`config.mk`:
```
export PLATFORM = sky130hd
export DESIGN_NAME = load_store_unit
export DESIGN_NICKNAME = d
export VERILOG_FILES = /design/src/rtl/core_pkg.sv /design/src/rtl/load_align.sv /design/src/rtl/load_store_unit.sv
export SDC_FILE = /design/constraint.sdc
export NUM_CORES = 1
export LEC_CHECK = 0
export BUFFER_PORTS_ARGS = -buffer_cell sky130_fd_sc_hd__buf_2
export CAP_MARGIN = 10
export CORE_MARGIN = 2
export CORE_UTILIZATION = 37
export DETAILED_ROUTE_END_ITERATION = 8
export GPL_ROUTABILITY_DRIVEN = 1
export GPL_TIMING_DRIVEN = 0
export PLACE_DENSITY = 0.65
export SYNTH_ARGS = -nofsm -noshare
export SYNTH_HDL_FRONTEND = slang
export SYNTH_SLANG_ARGS = --single-unit
```
`constraint.sdc`:
```
create_clock -name clk -period 5.45 [get_ports clk]
set_input_delay 0.8175 -clock clk [delete_from_list [all_inputs] [get_ports clk]]
set_output_delay 0.8175 -clock clk [all_outputs]
set_load 0.01 [all_outputs]
```
`src/rtl/core_pkg.sv`:
```
// Shared definitions for the load/store unit: funct3 encodings, FSM states
// and small access-decoding helpers used by both the top and the aligner.
package core_pkg;

  localparam logic [2:0] F3_B  = 3'b000;
  localparam logic [2:0] F3_H  = 3'b001;
  localparam logic [2:0] F3_W  = 3'b010;
  localparam logic [2:0] F3_BU = 3'b100;
  localparam logic [2:0] F3_HU = 3'b101;

  typedef enum logic [2:0] {
    ST_IDLE = 3'd0,
    ST_REQ  = 3'd1,
    ST_WAIT = 3'd2,
    ST_WB   = 3'd3,
    ST_ERR  = 3'd4
  } lsu_state_e;

  // Unsupported encodings are folded into the misaligned/error path.
  function automatic logic access_ok(input logic is_store, input logic [2:0] funct3,
                                     input logic [1:0] addr_lo);
    logic ok;
    ok = 1'b0;
    case (funct3)
      F3_B:    ok = 1'b1;
      F3_H:    ok = !addr_lo[0];
      F3_W:    ok = (addr_lo == 2'b00);
      F3_BU:   ok = !is_store;
      F3_HU:   ok = !is_store && !addr_lo[0];
      default: ok = 1'b0;
    endcase
    return ok;
  endfunction

  function automatic logic [3:0] store_strobe(input logic [2:0] funct3,
                                              input logic [1:0] addr_lo);
    logic [3:0] strb;
    case (funct3)
      F3_B:    strb = 4'b0001 << addr_lo;
      F3_H:    strb = 4'b0011 << addr_lo;
      default: strb = 4'b1111;
    endcase
    return strb;
  endfunction

  // Replicating across lanes lets the strobes alone pick the target bytes.
  function automatic logic [31:0] store_data(input logic [2:0] funct3,
                                             input logic [31:0] wdata);
    logic [31:0] data;
    case (funct3)
      F3_B:    data = {4{wdata[7:0]}};
      F3_H:    data = {2{wdata[15:0]}};
      default: data = wdata;
    endcase
    return data;
  endfunction

endpackage

```
`src/rtl/load_align.sv`:
```
// Combinational load-lane selection and sign/zero extension of a memory word.
module load_align
  import core_pkg::*;
(
  input  logic [31:0] rdata,
  input  logic [1:0]  offset,
  input  logic [2:0]  funct3,
  output logic [31:0] data
);

  logic [31:0] shifted;

  assign shifted = rdata >> {offset, 3'b000};

  always_comb begin
    data = shifted;
    case (funct3)
      F3_B:    data = {{24{shifted[7]}}, shifted[7:0]};
      F3_BU:   data = {24'h0, shifted[7:0]};
      F3_H:    data = {{16{shifted[15]}}, shifted[15:0]};
      F3_HU:   data = {16'h0, shifted[15:0]};
      default: data = shifted;
    endcase
  end

endmodule

```
`src/rtl/load_store_unit.sv`:
```
// Single-outstanding RV32 load/store unit: address generation, alignment
// checks, store lane steering, load extension and a load-response timeout.
module load_store_unit
  import core_pkg::*;
#(
  parameter int TIMEOUT_CYCLES = 256
) (
  input  logic        clk,
  input  logic        rst_n,
  input  logic        req_valid,
  output logic        req_ready,
  input  logic        req_is_store,
  input  logic [2:0]  req_funct3,
  input  logic [4:0]  req_rd,
  input  logic [31:0] req_base,
  input  logic [31:0] req_offset,
  input  logic [31:0] req_wdata,
  output logic        mem_req,
  output logic        mem_we,
  output logic [31:0] mem_addr,
  output logic [3:0]  mem_wstrb,
  output logic [31:0] mem_wdata,
  input  logic        mem_gnt,
  input  logic        mem_rvalid,
  input  logic [31:0] mem_rdata,
  output logic        wb_en,
  output logic [4:0]  wb_rd,
  output logic [31:0] wb_data,
  output logic        busy,
  output logic        err
);

  localparam int CNT_W = (TIMEOUT_CYCLES > 1) ? $clog2(TIMEOUT_CYCLES) : 1;
  localparam logic [CNT_W-1:0] CNT_LAST = CNT_W'(TIMEOUT_CYCLES - 1);

  lsu_state_e       state_q, state_d;
  logic [31:0]      addr_q;
  logic [2:0]       funct3_q;
  logic [4:0]       rd_q;
  logic             is_store_q;
  logic [31:0]      wdata_q;
  logic [31:0]      load_q;
  logic [CNT_W-1:0] cnt_q;

  logic [31:0] addr_sum;
  logic        accept;
  logic        timeout;
  logic [31:0] load_ext;

  assign addr_sum = req_base + req_offset;
  assign accept   = req_valid && req_ready;
  assign timeout  = (cnt_q == CNT_LAST);

  load_align u_align (
    .rdata  (mem_rdata),
    .offset (addr_q[1:0]),
    .funct3 (funct3_q),
    .data   (load_ext)
  );

  // NOTE: sequential state uses non-blocking assignments so every register
  // samples pre-edge values regardless of process evaluation order.
  always_ff @(posedge clk or negedge rst_n) begin
    if (!rst_n) state_q <= ST_IDLE;
    else        state_q <= state_d;
  end

  // NOTE: every output and next-state variable gets a default before the case,
  // so no path through this block can infer a latch.
  always_comb begin
    state_d   = state_q;
    req_ready = 1'b0;
    busy      = 1'b1;
    mem_req   = 1'b0;
    mem_we    = 1'b0;
    mem_wstrb = 4'b0000;
    wb_en     = 1'b0;
    err       = 1'b0;
    unique case (state_q)
      ST_IDLE: begin
        req_ready = 1'b1;
        busy      = 1'b0;
        if (req_valid) begin
          state_d = access_ok(req_is_store, req_funct3, addr_sum[1:0]) ? ST_REQ : ST_ERR;
        end
      end
      ST_REQ: begin
        mem_req   = 1'b1;
        mem_we    = is_store_q;
        mem_wstrb = is_store_q ? store_strobe(funct3_q, addr_q[1:0]) : 4'b0000;
        if (mem_gnt) state_d = is_store_q ? ST_IDLE : ST_WAIT;
      end
      ST_WAIT: begin
        // A response arriving on the last allowed cycle still completes the load.
        if (mem_rvalid)   state_d = ST_WB;
        else if (timeout) state_d = ST_ERR;
      end
      ST_WB: begin
        wb_en   = (rd_q != 5'd0);
        state_d = ST_IDLE;
      end
      ST_ERR: begin
        err     = 1'b1;
        state_d = ST_IDLE;
      end
      default: state_d = ST_IDLE;
    endcase
  end

  // NOTE: the datapath registers are cleared by reset so no stale address,
  // data or register index is visible on the ports after rst_n drops.
  always_ff @(posedge clk or negedge rst_n) begin
    if (!rst_n) begin
      addr_q     <= '0;
      funct3_q   <= '0;
      rd_q       <= '0;
      is_store_q <= 1'b0;
      wdata_q    <= '0;
      load_q     <= '0;
      cnt_q      <= '0;
    end else begin
      if (accept) begin
        addr_q     <= addr_sum;
        funct3_q   <= req_funct3;
        rd_q       <= req_rd;
        is_store_q <= req_is_store;
        wdata_q    <= req_wdata;
      end
      if (state_q == ST_WAIT && mem_rvalid) load_q <= load_ext;
      if (state_q == ST_WAIT) cnt_q <= cnt_q + CNT_W'(1);
      else                    cnt_q <= '0;
    end
  end

  assign mem_addr  = {addr_q[31:2], 2'b00};
  assign mem_wdata = store_data(funct3_q, wdata_q);
  assign wb_rd     = rd_q;
  assign wb_data   = load_q;

endmodule

```
Word-level counts from Yosys, hierarchy flattened --
Cells that the tools add are included. W data, S select, Z words.
Word-level totals: logic and storage cells 61, bits in registers 116, input port bits 142, output and inout bits 111
Cells by class: shift-type cells 3, reduce and logical (&&, ||, !) cells 11, muxes and demuxes 22, equal/unequal tests 15, add/subtract/negate cells 2
Operators with widths (number):
- $pmux W32 S4 | 1
- $pmux W32 S2 | 1
- $add A32 B32 Y32 | 1
- $shr A32 B5 Y32 | 1
- $eq A3 B3 Y1 const B | 5
- $mux W3 | 5
- $eq A3 B1 Y1 const B | 3
- $eq A3 B2 Y1 const B | 3
- $logic_not A3 Y1 | 3
- $pmux W3 S3 | 1
- $add A8 B1 Y8 const B | 1
- $eq A8 B8 Y1 const B | 1
- $mux W1 | 8
- $mux W4 | 2
- $mux W8 | 1
- $pmux W4 S2 | 1
- $pmux W1 S5 | 1
- $reduce_bool A5 Y1 | 1
- $ne A2 B2 Y1 const B | 2
- $shl A1 B2 Y4 const A | 1
- $shl A2 B2 Y4 const A | 1
- $logic_and A1 B1 Y1 | 3
- $ne A3 B3 Y1 const B | 1
- $reduce_and A3 Y1 | 1
- other kinds (3) | 4

Longest topological paths before layout --
Gate-level depths: netlist of the first run.
depth after elaboration 9, depth in mapped cells 9, gate-level depth less buffers 9

Cells and area by module --
Synthesis of the first run repeated with hierarchy kept, for this count alone.
Unflattened totals: cells, all modules 888, area, all modules 7753.7 um2
By module, submodules not included:
- load_store_unit | cells an instance 781, instances 1, area each 7059.3 um2, sequential area each 2902.8 um2
- load_align | cells an instance 107, instances 1, area each 694.4 um2, sequential area each 0.0 um2

Worst setup path after synthesis of the first run --
OpenSTA, ideal clock, no wires.
kind input to register, start input req_base[0], end register addr_q[28], cell stages on the path 9, data required time 5.319 ns, slack 2.626 ns, setup time 0.131 ns, arrival 2.692 ns, buffers on the path 0, cell sequence ha_1 fa_1 a21oi_1 o22ai_1 o21ai_4 o31ai_4 a41oi_2 nor3_1 or3_1
Between the ends: longest elaborated chain between the ends 1
RTL lines:
- start, declared | line load_store_unit.sv:15 | input logic [31:0] req_base,
- $add A32 B32 Y32 | line load_store_unit.sv:50 | assign addr_sum = req_base + req_offset;
- end signal, assigned | line load_store_unit.sv:123 | addr_q <= addr_sum;
- end, declared | line load_store_unit.sv:37 | logic [31:0] addr_q;
Every way passes these cells. A chain may end at the register's enable or synchronous reset.

Worst setup path in the final report of the first run --
start register addr_q[1], end output mem_wstrb[3]
Between the ends: longest elaborated chain between the ends 4, elaborated cells on any way between the ends 5, those cells by class shift (2); mux (3)
RTL lines:
- $shl A2 B2 Y4 / $shl A1 B2 Y4 (equally long branches) | line core_pkg.sv:40, core_pkg.sv:39
- $pmux W4 S2 * | line core_pkg.sv:38 | case (funct3)
- $mux W4 * | line load_store_unit.sv:90 | mem_wstrb = is_store_q ? store_strobe(funct3_q, addr_q[1:0]) : 4'b0000;
- $mux W4 * | line load_store_unit.sv:79 | unique case (state_q)
- end, declared | line load_store_unit.sv:21 | output logic [3:0] mem_wstrb,
Every way passes the cells marked *; elsewhere a longest branch is shown, timed or not.

==> results of run 1 <==
## layer usage
| metal | GRT usage (%) | part of all wire, % | wire length, um | vias to the layer above |
|---|---|---|---|---|
| met5 | 0 | 0.069 | 16 | - |
| met4 | 7.35 | 1.9 | 444 | 2 |
| met2 | 35.9 | 48 | 11100 | 272 |
| li1 | - | - | - | 3594 |
| met1 | 28.3 | 44 | 10200 | 3314 |
| met3 | 4.61 | 6.4 | 1480 | 30 |
## path summary, 6_finish.rpt
check / startpoint / to / slack (ps)
setup / recovery: addr_q[1]$_DFFE_PN0P_ / mem_wstrb[3] / 2120
hold / removal: rst_n / wb_data[3]$_DFFE_PN0P_ / 270
setup reg to reg: funct3_q[0]$_DFFE_PN0P_ / wb_data[30]$_DFFE_PN0P_ / 2970
hold reg to reg: cnt_q[0]$_DFF_PN0_ / cnt_q[0]$_DFF_PN0_ / 470
max in group asynchronous: rst_n / addr_q[3]$_DFFE_PN0P_ / 4460
min in group clk: cnt_q[0]$_DFF_PN0_ / cnt_q[0]$_DFF_PN0_ / 470
## logic make-up (layout without fill, tap and decap cells)
family | count (synthesis) | after routing | share of synthesized area [%]
other cells | 1 | 3 | 0.0505
mux | 44 | 44 | 6.23
compound gates | 202 | 202 | 17.1
xor+xnor | 28 | 28 | 3.30
simple gates | 375 | 375 | 21.3
fa+ha+maj | 33 | 33 | 5.66
buf+inv | 98 | 380 | 7.26
flops | 116 | 116 | 39.1
## cells in the mapped netlist, drive strengths merged (2+ instances only)
| master | number | area share (%) |
|---|---|---|
| a211oi | 12 | 1.2 |
| o21ai | 55 | 3.9 |
| o21bai | 3 | 0.30 |
| o21a | 7 | 0.71 |
| nor3 | 10 | 0.67 |
| and3 | 6 | 0.51 |
| nor3b | 2 | 0.20 |
| o22ai | 3 | 0.25 |
| a41oi | 2 | 0.34 |
| nand2 | 226 | 11 |
| buf | 53 | 5.0 |
| o311ai | 2 | 0.24 |
| a21o | 16 | 1.6 |
| o22a | 8 | 0.94 |
| nand2b | 2 | 0.17 |
| nor2 | 73 | 3.7 |
| nand4 | 6 | 0.51 |
| ha | 32 | 5.4 |
| dfrtp | 116 | 39 |
| a21boi | 3 | 0.30 |
| a21oi | 71 | 4.8 |
| inv | 11 | 0.56 |
| xnor2 | 13 | 1.5 |
| clkbuf | 34 | 1.7 |
| and2 | 4 | 0.34 |
| nor2b | 12 | 1.0 |
| and4 | 2 | 0.24 |
| xor2 | 15 | 1.8 |
| or3 | 8 | 0.67 |
| mux2 | 18 | 2.7 |
| o221ai | 4 | 0.56 |
| nand3b | 2 | 0.20 |
| o211ai | 3 | 0.30 |
| nand3 | 18 | 1.2 |
| o31ai | 4 | 0.77 |
| mux2i | 26 | 3.5 |
| a31oi | 5 | 0.42 |
## sequential cells by signal (all words and copies together), names as in the netlist
signal,flops
addr_q,32
cnt_q,8
funct3_q,3
is_store_q,1
state_q,3
wb_data,32
wb_rd,5
wdata_q,32
## power by group
| group | switching [mW] | internal (mW) | total [mW] |
|---|---|---|---|
| Sequential | 0.261 | 1.26 | 1.52 |
| Combinational | 1.47 | 1.10 | 2.57 |
| Clock | 0.400 | 0.731 | 1.13 |
## layout make-up
class | count | share of cell area, %
antenna | 1 | 0.0259
buffer | 87 | 5.16
clock buffer | 24 | 5.20
clock inverter | 7 | 0.998
inverter | 11 | 0.428
multi-input combinational | 684 | 41.4
sequential | 116 | 30.1
tap | 265 | 3.44
timing repair buffer | 251 | 13.3
## stage by stage
stage                     utilization, %  instance area, um2
after floorplan                        -                7430
after global placement              46.0                9020
after detailed placement            46.2                9050
after CTS                           49.2                9650
after global routing                49.3                9650
final                               49.3                9650
## critical path: cells and delay by family, from the launching register on
family / cells / cell delay, ps
flip-flops: 1 / 390
buffers and inverters: 4 / 1350
AO/OA/AOI/OAI: 2 / 360
==> results.md, run 1 <==
* Die outline width at 146 um
* Count of boundary I/O pins at 253
* Hold violation count in the final report at 0
* Clock-pin transition on the worst setup and hold timing paths at about 60 ps
* Floorplan row count at 51
* Synth Warn # at 0
* Post-CTS Repair Setup Buffers at 0
* Antenna violations before repair at 2
* Area used by sequential logic in the layout at 2900 um2
* Cell variety after synth at between 50 and 60
* Pin count of the biggest net entering global routing at 90
* Insertion delay to the later sink of the worst-skew pair at around 430 ps
* Run status: completed
* Initial Util at 37.9%
* Critical path endpoint category: output pin
* Transition time at the pin with the least slew margin at 683 ps
* Grt total ovfl at 0
* WP data required at around 4600 ps
* Critical Path Start Type: register
* Max FO, Critical Path at 10
* Maximum resistive drop on vdd at 0.184 mV
* Synthesized instance count at 897
* Final routed wire length divided by cell count at 16.0 um
* Total DRC errors in the routed layout at 0
* Post-synthesis to final-layout area growth at 29.9%
* Maximum clock frequency at 300 MHz
* Overall routed net length at 23.2 mm
* FFs w/ async S/R, synth at 100%
* Hold-fix buffer count after cts at 0
* Core region area at 19600 um2
* Fraction of final layout cells with drive strength greater than 1 at 30.3%
* Post-route clock period utilization at 61.2%
* Die height at 146 um
* Largest stage delay, worst path at 470 ps
* Footprint of the multi-input gates at 3990 um2
* Pwr Total at 5.22 mW
* Clock tree from TritonCTS: done
* Worst setup skew after layout at 9.94 ps
* Iteration count of the initial detailed-routing pass at 5
* Cell Chain, Critical Path: buf_2, clkbuf_1, clkbuf_1, o21ai_0, a21oi_1, buf_2
* CTS H-tree lvls at 4
* DRC violation total after the first TritonRoute iteration at 381
* Count of final setup violators at 0
* Worst slack at placement at 2200 ps
* Max-slew violations at 0
* Clock root cell: clkbuf_16
* Maximum clock path buffer count at 2
* Non-filler instance count after layout at 1446
* Worst hold slack at 266 ps
* Master of the slowest instance on the critical path: clkbuf_1
* Number of CTS-inserted buffers at 17
* Setup CP Type: register to output pin
* Count of fill cells added during filler insertion at 1945
* Synthesized area divided by synthesized cell count at 8.28 um2
* ANT nets after route at 0
* Post-synth top flop: dfrtp_1
* Vias in the first global route at 7050
* Register area share after synthesis at 39.1%
* Fin nets at 1343
* Crit path arrival time at 2520 ps
* Flops & latches, synth at around 120
* Sinks on the clock net at 116
* Smallest setup slack after layout at 2120 ps
* Global-route wire length before repair at 36.7 mm
* Die Footprint at 21200 um2
* Routed via count at 7212
* Slew Limit Headroom at 54.5%
* Worst Hold Class: input pin to asynchronous set/reset pin
* Count of flip-flops with a built-in enable after synthesis at 0
* Number of maximum-capacitance violations at 0
* Setup repair after global routing missed its margin: false
* Highest-count cells in the layout ignoring fill and taps: buf_2, nand2_1, dfrtp_1, nor2_1, a21oi_1
* Final weighted congestion of routability-driven global placement at around 0.92
* Setup TNS at 0 ps
* Placed Instances at 1414
* Total GRT Usage at a little over a fifth
* Post-DP HPWL at 18.2 mm
* Power density over the cells at 541 nW/um2
* Count of input and output buffers at 250
* Commonest non-fill, non-tap cell in the layout: buf_2
* Post-CTS Resized at 0
* Vias/cell at 4.99
* Cell depth of the worst flop-to-flop path at 9
* Cell leakage power at 4.91 nW
* Synthesized area at 7430 um2
* Final Critical Period at 3330 ps
Note: power is estimated with default switching activity, not from simulation.
==> run 2, diff against run 1 <==
Clock period 5.45 ns to 3.22 ns, I/O delays scaled along.
==> run 2 against run 1 <==
Against the previous run:
- global-route usage unchanged
- critical path depth unchanged
- sequential cell count is the same
- clock power increased by 70%
- routed wire length down 0.14%
- clock-buffer cell count stayed put
- clock skew about the same
- sequential share of layout area barely moved
- power up 69%
- largest power group unchanged
==> results.md, run 2 (synthesis results as in run 1) <==
* Floorplan row count at 51 (unchanged)
* Clock-pin transition on the worst setup and hold timing paths at 50 ps (about the same)
* Pin count of the biggest net entering global routing at 90 (unchanged)
* Die outline width at 146 um (unchanged)
* Die height at 146 um (unchanged)
* Total GRT Usage at 21.7% (unchanged)
* Post-CTS Resized at 0 (unchanged)
* Count of fill cells added during filler insertion at 1944 (-0.051%)
* Maximum clock frequency at 334 MHz
* DRC violation total after the first TritonRoute iteration at 402 (+5.5%)
* Clock root cell: clkbuf_16
* Comb pwr share at 49.2% (about the same)
* Vias in the first global route at 7059 (+0.13%)
* Cell family with the largest share of critical-path delay: buffers and inverters
* Worst slack at placement at 308 ps (-1900 ps)
* Power density over the cells at 915 nW/um2 (+69%)
* WP data required at 2740 ps (-1890 ps)
* Slew Limit Headroom at 54.3% (-0.18 points)
* Crit path arrival time at 2510 ps (about the same)
* Cell area reported after detailed placement at 9050 um2 (unchanged)
* Core region area at 19600 um2 (unchanged)
* Transition time at the pin with the least slew margin at 685 ps (+2.73 ps)
* Worst setup skew after layout at 9.78 ps (-0.160 ps)
* ANT nets after route at 0 (unchanged)
* Design internal power at 5.24 mW (+69%)
* Global-route wire length before repair at 36.7 mm (about the same)
* Portion of total power attributed to the clock network at 21.7% (about the same)
* Worst Hold Class: input pin to register
* Cell leakage power at 4.91 nW (about the same)
* Non-filler instance count after layout at 1447 (+0.069%)
* Total DRC errors in the routed layout at 0 (unchanged)
* Antenna violations before repair at 2 (unchanged)
* Setup repair after global routing missed its margin: false
* Maximum clock path buffer count at 2 (unchanged)
* Power spent charging and discharging nets at 3.60 mW (+69%)
* Count of boundary I/O pins at 253 (unchanged)
* Routed via count at 7192 (-0.28%)
* Final routed wire length divided by cell count at 16.0 um (-0.21%)
* Placed Instances at 1414 (unchanged)
* Insertion delay to the later sink of the worst-skew pair at 430 ps (about the same)
* Switching power as a share of total power at 40.7% (about the same)
* Highest-count cells in the layout ignoring fill and taps: buf_2, nand2_1, dfrtp_1, nor2_1, a21oi_1
* Master of the slowest instance on the critical path: clkbuf_1
* Count of input and output buffers at 250 (unchanged)
* Setup CP Type: register to output pin
* Max FO, Critical Path at 10 (unchanged)
* Critical path endpoint category: output pin
* Sequential fraction of design power at 29.1% (about the same)
* Die Footprint at 21200 um2 (unchanged)
* Final Critical Period at between 2000 and 3000 ps
* Critical Path Start Type: register
* Number of maximum-capacitance violations at 0 (unchanged)
* Fin nets at 1344 (+0.074%)
* Largest stage delay, worst path at 480 ps (about the same)
* Sinks on the clock net at 116 (unchanged)
* Count of final setup violators at 0 (unchanged)
* Fraction of final layout cells with drive strength greater than 1 at 30.2% (about the same)
* Run status: completed
* Final weighted congestion of routability-driven global placement at 0.917 (unchanged)
* Initial Util at 37.9% (unchanged)
* Maximum resistive drop on vdd at 0.310 mV (+69%)
* Iteration count of the initial detailed-routing pass at 6 (+1)
* Post-synthesis to final-layout area growth at 30.0%
* Cell Chain, Critical Path: buf_2, clkbuf_1, clkbuf_1, o21ai_0, a21oi_1, buf_2
* Grt total ovfl at 0 (unchanged)
* Post-route clock period utilization at 93.1%
* Post-DP HPWL at 18.2 mm (unchanged)
* Max-slew violations at 0 (unchanged)
* Hold violation count in the final report at 0 (unchanged)
* Setup TNS at 0 ps (unchanged)
* Clock tree from TritonCTS: done
* Smallest setup slack after layout at 223 ps (-1890 ps)
* Vias/cell at 4.97 (-0.35%)
* Count of buffer and inverter cells on the critical path at 4 (unchanged)
* Number of CTS-inserted buffers at 17 (unchanged)
* CTS H-tree lvls at 4 (unchanged)
* Commonest non-fill, non-tap cell in the layout: buf_2
* Finished Cell Area at 9660 um2 (+0.10%)
* Overall routed net length at 23.1 mm (-0.14%)
-- run 2: worst paths after layout --
path	endpoint	cells past startpoint	startpoint	slack [ps]
max	mem_wstrb[3]	6	addr_q[1]$_DFFE_PN0P_	220
min	wdata_q[19]$_DFFE_PN0P_	3	req_wdata[19]	250
max reg2reg	wb_data[30]$_DFFE_PN0P_	9	funct3_q[0]$_DFFE_PN0P_	730
min reg2reg	cnt_q[0]$_DFF_PN0_	1	cnt_q[0]$_DFF_PN0_	460
max in group asynchronous	addr_q[3]$_DFFE_PN0P_	3	rst_n	1990
min in group asynchronous	wb_data[3]$_DFFE_PN0P_	2	rst_n	500
-- run 2: what timing repair did --
item                                    in CTS  in global routing
buffers inserted                             0                  0
endpoints found under the hold margin       27                  0
endpoints found under the setup margin       0                  0
hold buffers                                 1                  0
-- run 2: worst min-delay path, stage by stage --
cell and delay, ps:
buf_2 70, nand2_1 40, nand2_1 40
-- run 2: routing by layer --
| metal | global-route usage [%] | part of all wire (%) |
|---|---|---|
| met1 | 28.3 | 44 |
| met2 | 35.9 | 48 |
| met3 | 4.61 | 6.0 |
| met4 | 7.35 | 2.0 |
| met5 | 0 | 0.073 |
-- run 2: area by class of cell --
cell class / instances / area (um2) / area share (%)
multi-input cells: 684 / 3990 / 41.3
clock buffers: 24 / 502 / 5.19
plain buffers: 87 / 498 / 5.15
inverters: 11 / 41.3 / 0.427
well taps: 265 / 332 / 3.43
diodes: 1 / 2.50 / 0.0259
clock inverters: 7 / 96.3 / 0.997
flip-flops and latches: 116 / 2900 / 30.0
repair buffers: 252 / 1290 / 13.4
-- run 2: stage by stage --
| stage | total power [mW] | hold slack, ps | util (%) |
|---|---|---|---|
| floorplan | 5.31 | 187 | - |
| global placement | 6.90 | 444 | 46.0 |
| detailed placement | 6.96 | 374 | 46.2 |
| CTS | 8.91 | 241 | 49.3 |
| global route | 9.49 | 240 | 49.3 |
| finish | 8.84 | 250 | 49.3 |
-- run 2: power groups by stage --
| stage | clock [mW] | combinational (mW) | sequential, mW |
|---|---|---|---|
| 2_1_floorplan | 0 | 2.72 | 2.59 |
| 3_3_place_gp | 0 | 4.33 | 2.57 |
| 3_5_place_dp | 0 | 4.38 | 2.59 |
| 4_1_cts | 1.95 | 4.39 | 2.57 |
| 5_1_grt | 2.02 | 4.81 | 2.66 |
| 6_report | 1.92 | 4.35 | 2.57 |
==> run 3, diff against run 2 <==
Settings changed: ABC_AREA set to 1, PLACE_DENSITY 0.65 to 0.64.
==> run 3 against run 2 <==
Against the previous run:
- clock-buffer cell count is 2 lower
- clock power up 7%
- first-iteration DRC count increased by 9.2%
- largest power group unchanged
- highest routed layer is now met4
- largest cell class unchanged
- final cell count rose by 25%
- die area grew 9.7%
- routed wire length increased by 14%
==> results.md, run 3 <==
* Run status: completed
* Post-route clock period utilization at 87.7% (-5.4 points)
* Grt total ovfl at 0 (unchanged)
* Fin util at 48.0% (-1.3 points)
* Pwr Total at 9.29 mW (+5.1%)
* Fraction of final layout cells with drive strength greater than 1 at 23.7% (-6.5 points)
* Sinks on the clock net at 116 (unchanged)
* Worst hold slack at 11.9 ps (-238 ps)
* Clock tree from TritonCTS: done
* Transition time at the pin with the least slew margin at 624 ps (-60.9 ps)
* Routed via count at 8664 (+20%)
* Synthesized area divided by synthesized cell count at 6.57 um2 (-21%)
* Top-count cell post-synth: nand2_1
* Post-DP HPWL at 21.0 mm (+15%)
* Total DRC errors in the routed layout at 0 (unchanged)
* Synth Area in Simple Gates at 32.2% (+11 points)
* Post-synthesis cell type with the largest combined area: dfrtp_1
* Global-route wire length before repair at 42.2 mm (+15%)
* Total GRT Usage at 22.6% (+0.91 points)
* Leading cell types by total area after synthesis: dfrtp_1, nand2_1, inv_1
* ANT nets after route at 0 (unchanged)
* Register area share after synthesis at 35.5% (-3.5 points)
* Synthesized area at 8170 um2 (+10%)
* Xor and xnor fraction of the mapped netlist area at 1.61% (-1.7 points)
* Die height at 153 um (+4.7%)
* Cell variety after synth at 38 (-36%)
* Synthesized-area fraction occupied by adder cells at 5.14% (-0.51 points)
* DRC violation total after the first TritonRoute iteration at 439 (+9.2%)
* Max FO, Critical Path at 10 (unchanged)
* CTS H-tree lvls at 4 (unchanged)
* Smallest setup slack after layout at 397 ps (+174 ps)
* Iteration count of the initial detailed-routing pass at 6 (unchanged)
* Share of the synthesized area in the top cell type at 35.5% (-3.5 points)
* Vias/cell at 4.79 (-3.5%)
* Crit path arrival time at 2340 ps (-170 ps)
* Post-synthesis to final-layout area growth at 27.8%
* Die outline width at 153 um (+4.7%)
* Clock-pin transition on the worst setup and hold timing paths at 50 ps (about the same)
* Core region area at 21800 um2 (+11%)
* Number of CTS-inserted buffers at 17 (unchanged)
* Count of flip-flops with a built-in enable after synthesis at 0 (unchanged)
* Count of boundary I/O pins at 253 (unchanged)
* Slew Limit Headroom at 58.3% (+4.0 points)
* Maximum clock frequency at 354 MHz (+6.2%)
* Post-CTS Repair Setup Buffers at 0 (unchanged)
* Cell leakage power at 6.12 nW (+25%)
* Post-CTS Resized at 0 (unchanged)
* FFs w/ async S/R, synth at 100% (unchanged)
* Post-synth top flop: dfrtp_1
* Flops & latches, synth at 116 (unchanged)
* Insertion delay to the later sink of the worst-skew pair at 420 ps (about the same)
* Floorplan row count at 54 (+5.9%)
* Die Footprint at 23300 um2 (+9.7%)
* Hold violation count in the final report at 0 (unchanged)
* Combinational family with the most area after synthesis: simple AND/OR/NAND/NOR gates
* Pin count of the biggest net entering global routing at 69 (-23%)
* Initial Util at 37.6% (-0.37 points)
* Number of maximum-capacitance violations at 0 (unchanged)
* Power density over the cells at 889 nW/um2 (-2.8%)
* Final routed wire length divided by cell count at 14.5 um (-9.0%)
* Commonest non-fill, non-tap cell in the layout: nand2_1
* Clock root cell: clkbuf_16
* Overall routed net length at 26.3 mm (+14%)
* Highest-count cells in the layout ignoring fill and taps: nand2_1, buf_2, inv_1, dfrtp_1, nor2_1
* Fin nets at 1690 (+26%)
* Final Critical Period at 2820 ps (-174 ps)
* Count of final setup violators at 0 (unchanged)
* Max-slew violations at 0 (unchanged)
* Worst setup skew after layout at 9.84 ps (+0.0594 ps)
* Synth Warn # at 0 (unchanged)
* Critical path endpoint category: output pin
* Maximum clock path buffer count at 2 (unchanged)
* Final weighted congestion of routability-driven global placement at 0.901 (-1.7%)
* Antenna diodes at 0 (-1)
* Setup CP Type: register to output pin
* Setup TNS at 0 ps (unchanged)
* Vias in the first global route at 8344 (+18%)
* Worst slack at placement at 806 ps (+499 ps)
* Most used standard cells in the synthesized netlist: nand2_1, inv_1, dfrtp_1
* Multiplexer area fraction after synthesis at 0% (-6.2 points)
* Synthesized instance count at 1244 (+39%)
* Critical Path Start Type: register
* Setup repair after global routing missed its margin: false
* Fraction of the mapped netlist area in compound gates at 10.9% (-6.2 points)
* Worst Hold Class: input pin to asynchronous set/reset pin
* Hold-fix buffer count after cts at 0 (-1)
* Antenna violations before repair at 0 (-2)
* WP data required at 2740 ps (about the same)
* Count of input and output buffers at 250 (unchanged)
* Maximum resistive drop on vdd at 0.307 mV (-0.89%)
==> run 3: cell count changes after synthesis, moves of 12 or more <==
cell	delta
a211oi_1	-12
a21o_1	-15
a21oi_1	-13
clkbuf_1	-25
inv_1	+167
mux2_2	-18
mux2i_1	-26
nand2_1	+276
nand3_1	+41
nor2b_1	-12
o21ai_0	+16
o21ai_1	+14
xor2_1	-14
==> run 3: kinds of logic (layout without fill, tap and decap cells) <==
group,Yosys count,in the layout
AOI/OAI and AO/OA,164,164
buffers and inverters,259,541
adders and majority gates,33,33
xor gates and xnor gates,15,15
other,1,2
DFF,116,116
and+or+nand+nor,656,656
==> run 3: layout make-up <==
| cell class | count | area (um2) |
|---|---|---|
| Clock buffer | 22 | 484 |
| Fill cell | 2276 | 11300 |
| Multi-Input combinational cell | 870 | 4090 |
| Timing Repair Buffer | 251 | 1280 |
| Buffer | 73 | 489 |
| Tap cell | 280 | 350 |
| Sequential cell | 116 | 2900 |
| Clock inverter | 9 | 150 |
| Inverter | 186 | 698 |
==> run 3: power breakdown <==
part           total [mW]  switching (mW)  internal, mW
clock network        2.06           0.689          1.37
registers            2.59           0.452          2.14
logic                4.64            2.83          1.81
total                9.29            3.97          5.31
==> run 3: critical path, cell delays in order (launching register included) <==
cell	delay (ps)
dfrtp_1	400
nor2_2	100
inv_2	100
nor2_2	500
inv_2	120
nand2_4	150
inv_2	110
buf_6	160
nand2_1	70
nand2_1	60
buf_2	140
==> run 3: path summary, 6_finish.rpt <==
kind / from / to / cells past startpoint / slack (ps)
max in group asynchronous: rst_n / addr_q[2]$_DFFE_PN0P_ / 2 / 2500
hold reg to reg: cnt_q[0]$_DFF_PN0_ / cnt_q[0]$_DFF_PN0_ / 1 / 470
hold / removal: rst_n / wdata_q[18]$_DFFE_PN0P_ / 1 / 10
setup reg to reg: funct3_q[1]$_DFFE_PN0P_ / wb_data[24]$_DFFE_PN0P_ / 10 / 1440
setup / recovery: funct3_q[1]$_DFFE_PN0P_ / mem_wdata[19] / 10 / 400
min in group clk: req_wdata[17] / wdata_q[17]$_DFFE_PN0P_ / 3 / 260
==> run 3: per-stage QoR <==
step / cell area (um2) / instances
3_5_place_dp: 9810 / 1776
6_report: 10400 / 1807
4_1_cts: 10400 / 1807
3_3_place_gp: 9780 / 1775
2_1_floorplan: 8180 / 1245
5_1_grt: 10400 / 1807
==> run 3: per-layer routing <==
metal,track usage (%),vias up,wire length (um)
li1,-,4364,-
met1,28.4,3937,11300
met2,39.3,317,12800
met3,4.07,46,1490
met4,7.63,0,694
met5,0,-,0
